--- src/rtl/clk_rst_pkg.sv ---
// Shared types and default timing constants for the clock/reset sequencer.
package clk_rst_pkg;

    typedef enum logic [2:0] {
        WAIT_LOCK = 3'd0,
        STABLE    = 3'd1,
        BRAM_REL  = 3'd2,
        SYS_REL   = 3'd3,
        RUN       = 3'd4
    } state_t;

    localparam int DEF_STABLE_CYCLES = 1024;
    localparam int DEF_BRAM_HOLD     = 16;

endpackage

--- src/rtl/clk_rst_seq_sync_bit.sv ---
// Multi-stage single-bit synchroniser with async active-low clear.
module sync_bit #(
    parameter int STAGES = 2
) (
    input  logic clk,
    input  logic rst_n,
    input  logic d,
    output logic q
);

    logic [STAGES-1:0] ff;

    always_ff @(posedge clk or negedge rst_n) begin
        if (!rst_n) ff <= '0;
        else        ff <= {ff[STAGES-2:0], d};
    end

    assign q = ff[STAGES-1];

endmodule

--- src/rtl/clk_rst_seq.sv ---
// Reset sequencer: debounces MMCM lock, releases BRAM reset then system reset,
// and re-sequences on lock loss or software request.
module clk_rst_seq
    import clk_rst_pkg::*;
#(
    parameter int SYNC_STAGES   = 2,
    parameter int STABLE_CYCLES = DEF_STABLE_CYCLES,
    parameter int BRAM_HOLD     = DEF_BRAM_HOLD,
    parameter int LOSS_CNT_W    = 8
) (
    input  logic                  clk0,
    input  logic                  rst_n,
    input  logic                  locked,
    input  logic                  soft_rst_req,
    output logic                  bram_rst_n,
    output logic                  sys_rst_n,
    output logic                  ready,
    output logic                  lock_lost,
    output logic [LOSS_CNT_W-1:0] loss_count,
    output logic [2:0]            state_o
);

    localparam int CNT_MAX = (STABLE_CYCLES > BRAM_HOLD) ? STABLE_CYCLES : BRAM_HOLD;
    // BRAM_REL counts 0..BRAM_HOLD inclusive, so the counter must hold CNT_MAX itself.
    localparam int CNT_W   = $clog2(CNT_MAX + 1);

    logic             locked_s;
    state_t           state;
    logic [CNT_W-1:0] cnt;
    logic             abort;
    logic             after_sys;

    sync_bit #(.STAGES(SYNC_STAGES)) u_lock_sync (
        .clk   (clk0),
        .rst_n (rst_n),
        .d     (locked),
        .q     (locked_s)
    );

    assign abort     = (state != WAIT_LOCK) && (!locked_s || soft_rst_req);
    assign after_sys = (state == SYS_REL) || (state == RUN);

    always_ff @(posedge clk0 or negedge rst_n) begin
        if (!rst_n) begin
            state      <= WAIT_LOCK;
            cnt        <= '0;
            bram_rst_n <= 1'b0;
            sys_rst_n  <= 1'b0;
            ready      <= 1'b0;
            lock_lost  <= 1'b0;
            loss_count <= '0;
        end else if (abort) begin
            state      <= WAIT_LOCK;
            cnt        <= '0;
            bram_rst_n <= 1'b0;
            sys_rst_n  <= 1'b0;
            ready      <= 1'b0;
            // A lock drop wins over a coincident soft request and is counted.
            if (!locked_s && after_sys) begin
                lock_lost <= 1'b1;
                if (loss_count != {LOSS_CNT_W{1'b1}})
                    loss_count <= loss_count + LOSS_CNT_W'(1);
            end
        end else begin
            case (state)
                WAIT_LOCK: begin
                    cnt <= '0;
                    if (locked_s) state <= STABLE;
                end
                STABLE: begin
                    if (cnt == CNT_W'(STABLE_CYCLES - 1)) begin
                        state      <= BRAM_REL;
                        cnt        <= '0;
                        bram_rst_n <= 1'b1;
                    end else begin
                        cnt <= cnt + CNT_W'(1);
                    end
                end
                BRAM_REL: begin
                    if (cnt == CNT_W'(BRAM_HOLD)) begin
                        state     <= SYS_REL;
                        cnt       <= '0;
                        sys_rst_n <= 1'b1;
                    end else begin
                        cnt <= cnt + CNT_W'(1);
                    end
                end
                SYS_REL: begin
                    state <= RUN;
                    ready <= 1'b1;
                end
                RUN: ;
                default: begin
                    state      <= WAIT_LOCK;
                    cnt        <= '0;
                    bram_rst_n <= 1'b0;
                    sys_rst_n  <= 1'b0;
                    ready      <= 1'b0;
                end
            endcase
        end
    end

    assign state_o = state;

endmodule
--- config.mk ---
export PLATFORM = sky130hd
export DESIGN_NAME = clk_rst_seq
export DESIGN_NICKNAME = d
export VERILOG_FILES = /design/src/rtl/clk_rst_pkg.sv /design/src/rtl/clk_rst_seq_sync_bit.sv /design/src/rtl/clk_rst_seq.sv
export SDC_FILE = /design/constraint.sdc
export NUM_CORES = 1
export LEC_CHECK = 0
export CAP_MARGIN = 40
export CORE_MARGIN = 5
export CORE_UTILIZATION = 49
export DETAILED_ROUTE_END_ITERATION = 10
export PLACE_DENSITY = 0.75
export SLEW_MARGIN = 20
export SYNTH_ARGS = -nofsm -noshare
export SYNTH_HDL_FRONTEND = slang
export SYNTH_SLANG_ARGS = --single-unit
--- constraint.sdc ---
create_clock -name clk0 -period 1.85 [get_ports clk0]
set_input_delay 0.2775 -clock clk0 [delete_from_list [all_inputs] [get_ports clk0]]
set_output_delay 0.2775 -clock clk0 [all_outputs]
set_load 0.005 [all_outputs]
# After elaboration in Yosys (flattened, before gate mapping)
# Index checks and enable logic that the tools add are counted.
# W data, S select, Z words.
word_totals:
  regBits: 28
  input_bits: 4
  out_inout_bits: 15
  wordCells: 58
classes:
  add_sub_neg: 2
  n_eq_ne: 15
  muxes: 17
  n_reduce_logical: 16
op_table:
  columns: ["operator", "n"]
  rows:
  - ["$mux W11", 3]
  - ["$pmux W11 S3", 1]
  - ["$pmux W3 S5", 1]
  - ["$mux W3", 4]
  - ["$reduce_or A4 Y1", 3]
  - ["$add A11 B1 Y11 const B", 1]
  - ["$eq A11 B10 Y1 const B", 1]
  - ["$eq A11 B5 Y1 const B", 1]
  - ["$add A8 B1 Y8 const B", 1]
  - ["$ne A2 B1 Y1 const B", 4]
  - ["$ne A8 B8 Y1 const B", 1]
  - ["$eq A3 B2 Y1 const B", 2]
  - ["$ne A3 B3 Y1 const B", 2]
  - ["$pmux W1 S2", 3]
  - ["$reduce_and A2 Y1", 3]
  - ["$mux W1", 5]
  - ["$reduce_and A4 Y1", 1]
  - ["$eq A3 B1 Y1 const B", 1]
  - ["$eq A3 B3 Y1 const B", 1]
  - ["$logic_not A3 Y1", 1]
  - ["$ne A3 B2 Y1 const B", 1]
  - ["$reduce_and A3 Y1", 1]
  - ["$reduce_bool A3 Y1", 1]
  - ["$logic_and A1 B1 Y1", 2]
  - ["4 further kinds", 5]

# Longest topological paths before layout
logic_depth:
  word_depth: 5
  depth_mapped: 7
  mapped_depth_nobuf: 6

# By module
# A second synthesis with hierarchy kept.
unflattened:
  cells_unflattened: 143
  area_unflattened_um2: 1453.9
by_module_without_submodules:
  columns: ["module", "n_inst", "cells_each", "area_each_um2", "seq_area_each_um2"]
  rows:
  - ["clk_rst_seq", 1, 141, 1403.8, 650.6]
  - ["sync_bit", 1, 2, 50.0, 50.0]

# Least setup slack after synthesis
# OpenSTA, ideal clock, no wires.
synth_path:
  kind: "register to register"
  from: "register cnt[1]"
  to: "register cnt[3]"
  setup_time_ns: 0.126
  arrival_ns: 1.581
  t_required_ns: 1.724
  slack_ns: 0.143
  path_stages_with_launch: 8
  n_path_buf: 1
  period_less_slack_ns: 1.707
  cell_sequence: "dfrtp_1 > ha_1 > and3_1 > buf_2 > nand4_1 > a22oi_2 > nor3_1 > a221o_1"
synth_between:
  elab_chain_cells: 4
  elab_cells_between_ends: 7
  classes_between: "1 x add/sub; 2 x eq/ne; 4 x mux"
synth_lines:
  columns: ["item", "line", "source"]
  rows:
  - ["start, declared", "clk_rst_seq.sv:29", "logic [CNT_W-1:0] cnt;"]
  - ["start signal, assigned", "clk_rst_seq.sv:76", "cnt <= cnt + CNT_W'(1);"]
  - ["start signal, assigned", "clk_rst_seq.sv:85", "cnt <= cnt + CNT_W'(1);"]
  - ["$add A11 B1 Y11, or another cell as far along", "clk_rst_seq.sv:76, clk_rst_seq.sv:85", null]
  - ["$mux W11, on equally long branches", "clk_rst_seq.sv:80, clk_rst_seq.sv:71", null]
  - ["$pmux W11 S3 (*)", "clk_rst_seq.sv:65", "case (state)"]
  - ["$mux W11 (*)", "clk_rst_seq.sv:52", "end else if (abort) begin"]
# Every way passes the cells marked *; elsewhere a longest branch is shown, timed or not.
# A chain may end at the register's enable or synchronous reset.

# Worst setup path in the final report
layout_path:
  from: "register state[2], in the netlist state_o[2]"
  to: "output port state_o[2]"
layout_rtl:
  columns: ["item", "line", "source"]
  rows:
  - ["start, declared", "clk_rst_seq.sv:28", "state_t state;"]
  - ["start signal, assigned", "clk_rst_seq.sv:45", "state <= WAIT_LOCK;"]
  - ["start signal, assigned", "clk_rst_seq.sv:53", "state <= WAIT_LOCK;"]
  - ["start signal, assigned", "clk_rst_seq.sv:68", "if (locked_s) state <= STABLE;"]
  - ["end, declared", "clk_rst_seq.sv:20", "output logic [2:0] state_o"]
# No word-level cell between the ends.

==> metrics.txt <==
status=completed; H-tree Lvls=1; DR vias/cell=5.70; top-count cell post-synth=dfrtp_1; VDD IR max=520 uV; worst r2r path cells=6; XOR/XNOR Fraction of Synth Area=5.87%; die width=64.8 um; EDFF count, synth=0; post-synthesis simple-gate area fraction=24.5%; DRC=0; area occupied by registers=701 um2; type of origin of the critical path=register; register area share after synthesis=47.6%; Comb pwr share=9.9%; most common flop cell mapped by yosys=dfrtp_1; max-slew violations=0; mean routed wirelength per cell=14.8 um; Clock Pin Slew Worst Setup and Hold Paths=0.15 ns; Max Freq=0.575 GHz; reg-to-reg critical path endpoint=cnt[5]$_DFFE_PN0P_; endpoints failing setup=0; complex-gate fraction of the synthesized area=14.8%; Synth Area in Adders=2.55%; Least-Margin Pin Slew=0.354 ns; FF+latch count, synth=28; Post-Syn Area=0.00147 mm2; Synth async-reset ratio=100%; Max-Cap Viols=0; Sw Share=24.4%; Skew-Pair Late Insertion Delay=0.33 ns; Hold Path Class=in2async; vias in the first global route=1242; Filler Cells Inserted=239; setup TNS=0 ns; buffers added on ports=18; Die ar.=0.00420 mm2; Design Area, Final=0.00182 mm2; Commonest cells post-synth=28 x dfrtp_1, 15 x nand2_1, 10 x a21oi_1, 9 x o21ai_0; Leakage=0.841 nW; Initial DRC Count=74; Synth Warn #=0; largest family of logic cells by synthesized area=simple AND/OR/NAND/NOR gates; num ports=19; Net Count, Synth=157; multiplexer share of the synthesized area=0.765%; crit share post-route=94.1%; global-route wire length before repair=5510 um; clock buffer count from CTS=3; Total GRT Usage=16.7%; Final Hold Vio Count=0; RSZ-0062 raised after global routing=false; gp weighted congestion=0.872; largest net degree at the start of global routing=29; Core Box Area=0.00283 mm2; Setup CP Type=reg2out; DP Area=0.00177 mm2; Sequential Power Share=61.2%; HPWL after detailed placement=2390 um; Post-Syn Area per Cell=9.81 um2; ant diodes=0; final antenna-violating net count=0; Clk network pwr share=28.9%; Initial Util=52.0%; met1 usage=20.8%; vias after detailed routing=1219; Core Rows=19; M3 GR Usage=3.45%; hold_buf cts=0; Sw Pwr=0.000256 W; routed wire length=3170 um; layout cell share with drive strength beyond 1=16.9%; clk buf depth=2; area of the multi-input gates=724 um2; P_int=0.000795 W; reg-to-reg startpoint=cnt[8]$_DFFE_PN0P_; first drt pass iteration count=4; Period minus WS final=1.74 ns; remaining global-route overflow=0; P&R area growth vs syn=23.9%; clock sink count=28; post-synth top area share=47.6%; root buf cell=clkbuf_4; biggest area consumer among synthesized cells=dfrtp_1; critical path peak fanout=7; pwr/cell area=577 mW/mm2; die height=64.8 um; CP endpoint kind=output pin; Synth Instances=150; CTS tree=done; reg2reg setup slack=0.11 ns; critical path required time=1.57 ns; Layout Nets=191; post-synthesis cell type count=44; worst path arrival time=1.46 ns; skew final=0.00102 ns; met2 global-route usage=28.1%; gr busiest metal=met2; Slew HR=76.2%; top cells by area, synth=dfrtp_1 48%, nand2_1 3.8%, a21oi_1 3.4%, o21ai_0 3.1%, xnor2_1 3.0%; initial antenna violation count=0
==> critical path, cell delays in order (launching register included) <==
cell	delay, ns
dfrtp_1	0.43
buf_4	0.18
clkdlybuf4s50_1	0.52
==> logic make-up (layout without fill, tap and decap cells) <==
group	count (synthesis)	count (layout)
mux	1	1
fa+ha+maj	3	3
xor+xnor	9	9
simple gates	65	65
compound gates	33	33
flops	28	28
buf+inv	11	44
==> state kept, by name, indices dropped and copies added (netlist names) <==
signal and count:
u_lock_sync.ff 2, sys_rst_n 1, loss_count 8, bram_rst_n 1
ready 1, cnt 11, state_o 3, lock_lost 1
==> layout by cell type, fill, tap and decap left out, types with 3 or more instances in the layout <==
| master | synthesis | routed |
|---|---|---|
| xor2_1 | 3 | 3 |
| o21ai_0 | 9 | 9 |
| nor3_1 | 6 | 5 |
| clkbuf_4 | 0 | 3 |
| and3_1 | 3 | 3 |
| clkdlybuf4s50_1 | 0 | 18 |
| a21oi_1 | 10 | 10 |
| nand3_1 | 7 | 7 |
| nand2_1 | 15 | 15 |
| a21o_1 | 3 | 3 |
| and2_1 | 3 | 3 |
| nand4_1 | 5 | 5 |
| dfrtp_1 | 28 | 28 |
| inv_1 | 5 | 5 |
| ha_1 | 3 | 3 |
| nor2_1 | 7 | 7 |
| nand2b_1 | 4 | 4 |
| xnor2_1 | 5 | 5 |
| buf_4 | 0 | 16 |
==> worst max-delay path by stage <==
stage / start / to / slack (ns)
floorplan: cnt[1]$_DFFE_PN0P_ / cnt[3]$_DFFE_PN0P_ / 0.14
global placement: soft_rst_req / cnt[3]$_DFFE_PN0P_ / 0.003
detailed placement: soft_rst_req / cnt[3]$_DFFE_PN0P_ / -0.06
CTS: cnt[8]$_DFFE_PN0P_ / cnt[5]$_DFFE_PN0P_ / 0.05
global route: cnt[8]$_DFFE_PN0P_ / cnt[7]$_DFFE_PN0P_ / 0.02
finish: state_o[2]$_DFFE_PN0P_ / state_o[2] / 0.11
==> area by class of cell <==
type                            count  area share (%)
Clock buffer                        4            1.99
Inverter                            6            1.24
Multi-Input combinational cell    111            39.7
Sequential cell                    28            38.4
Tap cell                           31            2.13
Timing Repair Buffer               34            16.5
==> power by group through the flow <==
stage	sequential [W]	combinational [W]	clock, W
4_1_cts	0.000644	0.000106	0.000313
5_1_grt	0.000646	0.000120	0.000339
6_report	0.000644	0.000104	0.000303
3_3_place_gp	0.000655	0.000102	0
2_1_floorplan	0.000654	0.0000599	0
3_5_place_dp	0.000656	0.000105	0
==> per-stage QoR <==
step	setup WS [ns]	std cells	util [%]	total power [W]	hold WS [ns]
final	0.110	214	64.4	0.00105	0.303
after global routing	0.0239	214	64.4	0.00111	0.313
after CTS	0.0465	214	64.0	0.00106	0.306
after detailed placement	-0.0550	209	62.5	0.000760	0.337
after global placement	0.00308	209	62.5	0.000757	0.334
after floorplan	0.143	150	-	0.000714	-0.0181
==> layer usage <==
metal | up-vias | wire length [um]
met2 | 21 | 1540
met5 | - | 0
met3 | 7 | 109
met4 | 0 | 77
li1 | 599 | -
met1 | 592 | 1450
==> what timing repair did <==
item                                    4_1_cts  5_1_grt
buffers inserted                              1        0
endpoints found under the setup margin        1        5
pin swaps                                     1        1
resized for setup                             0        2
cloned                                        0        0
Power figures use the tool's default switching activity.
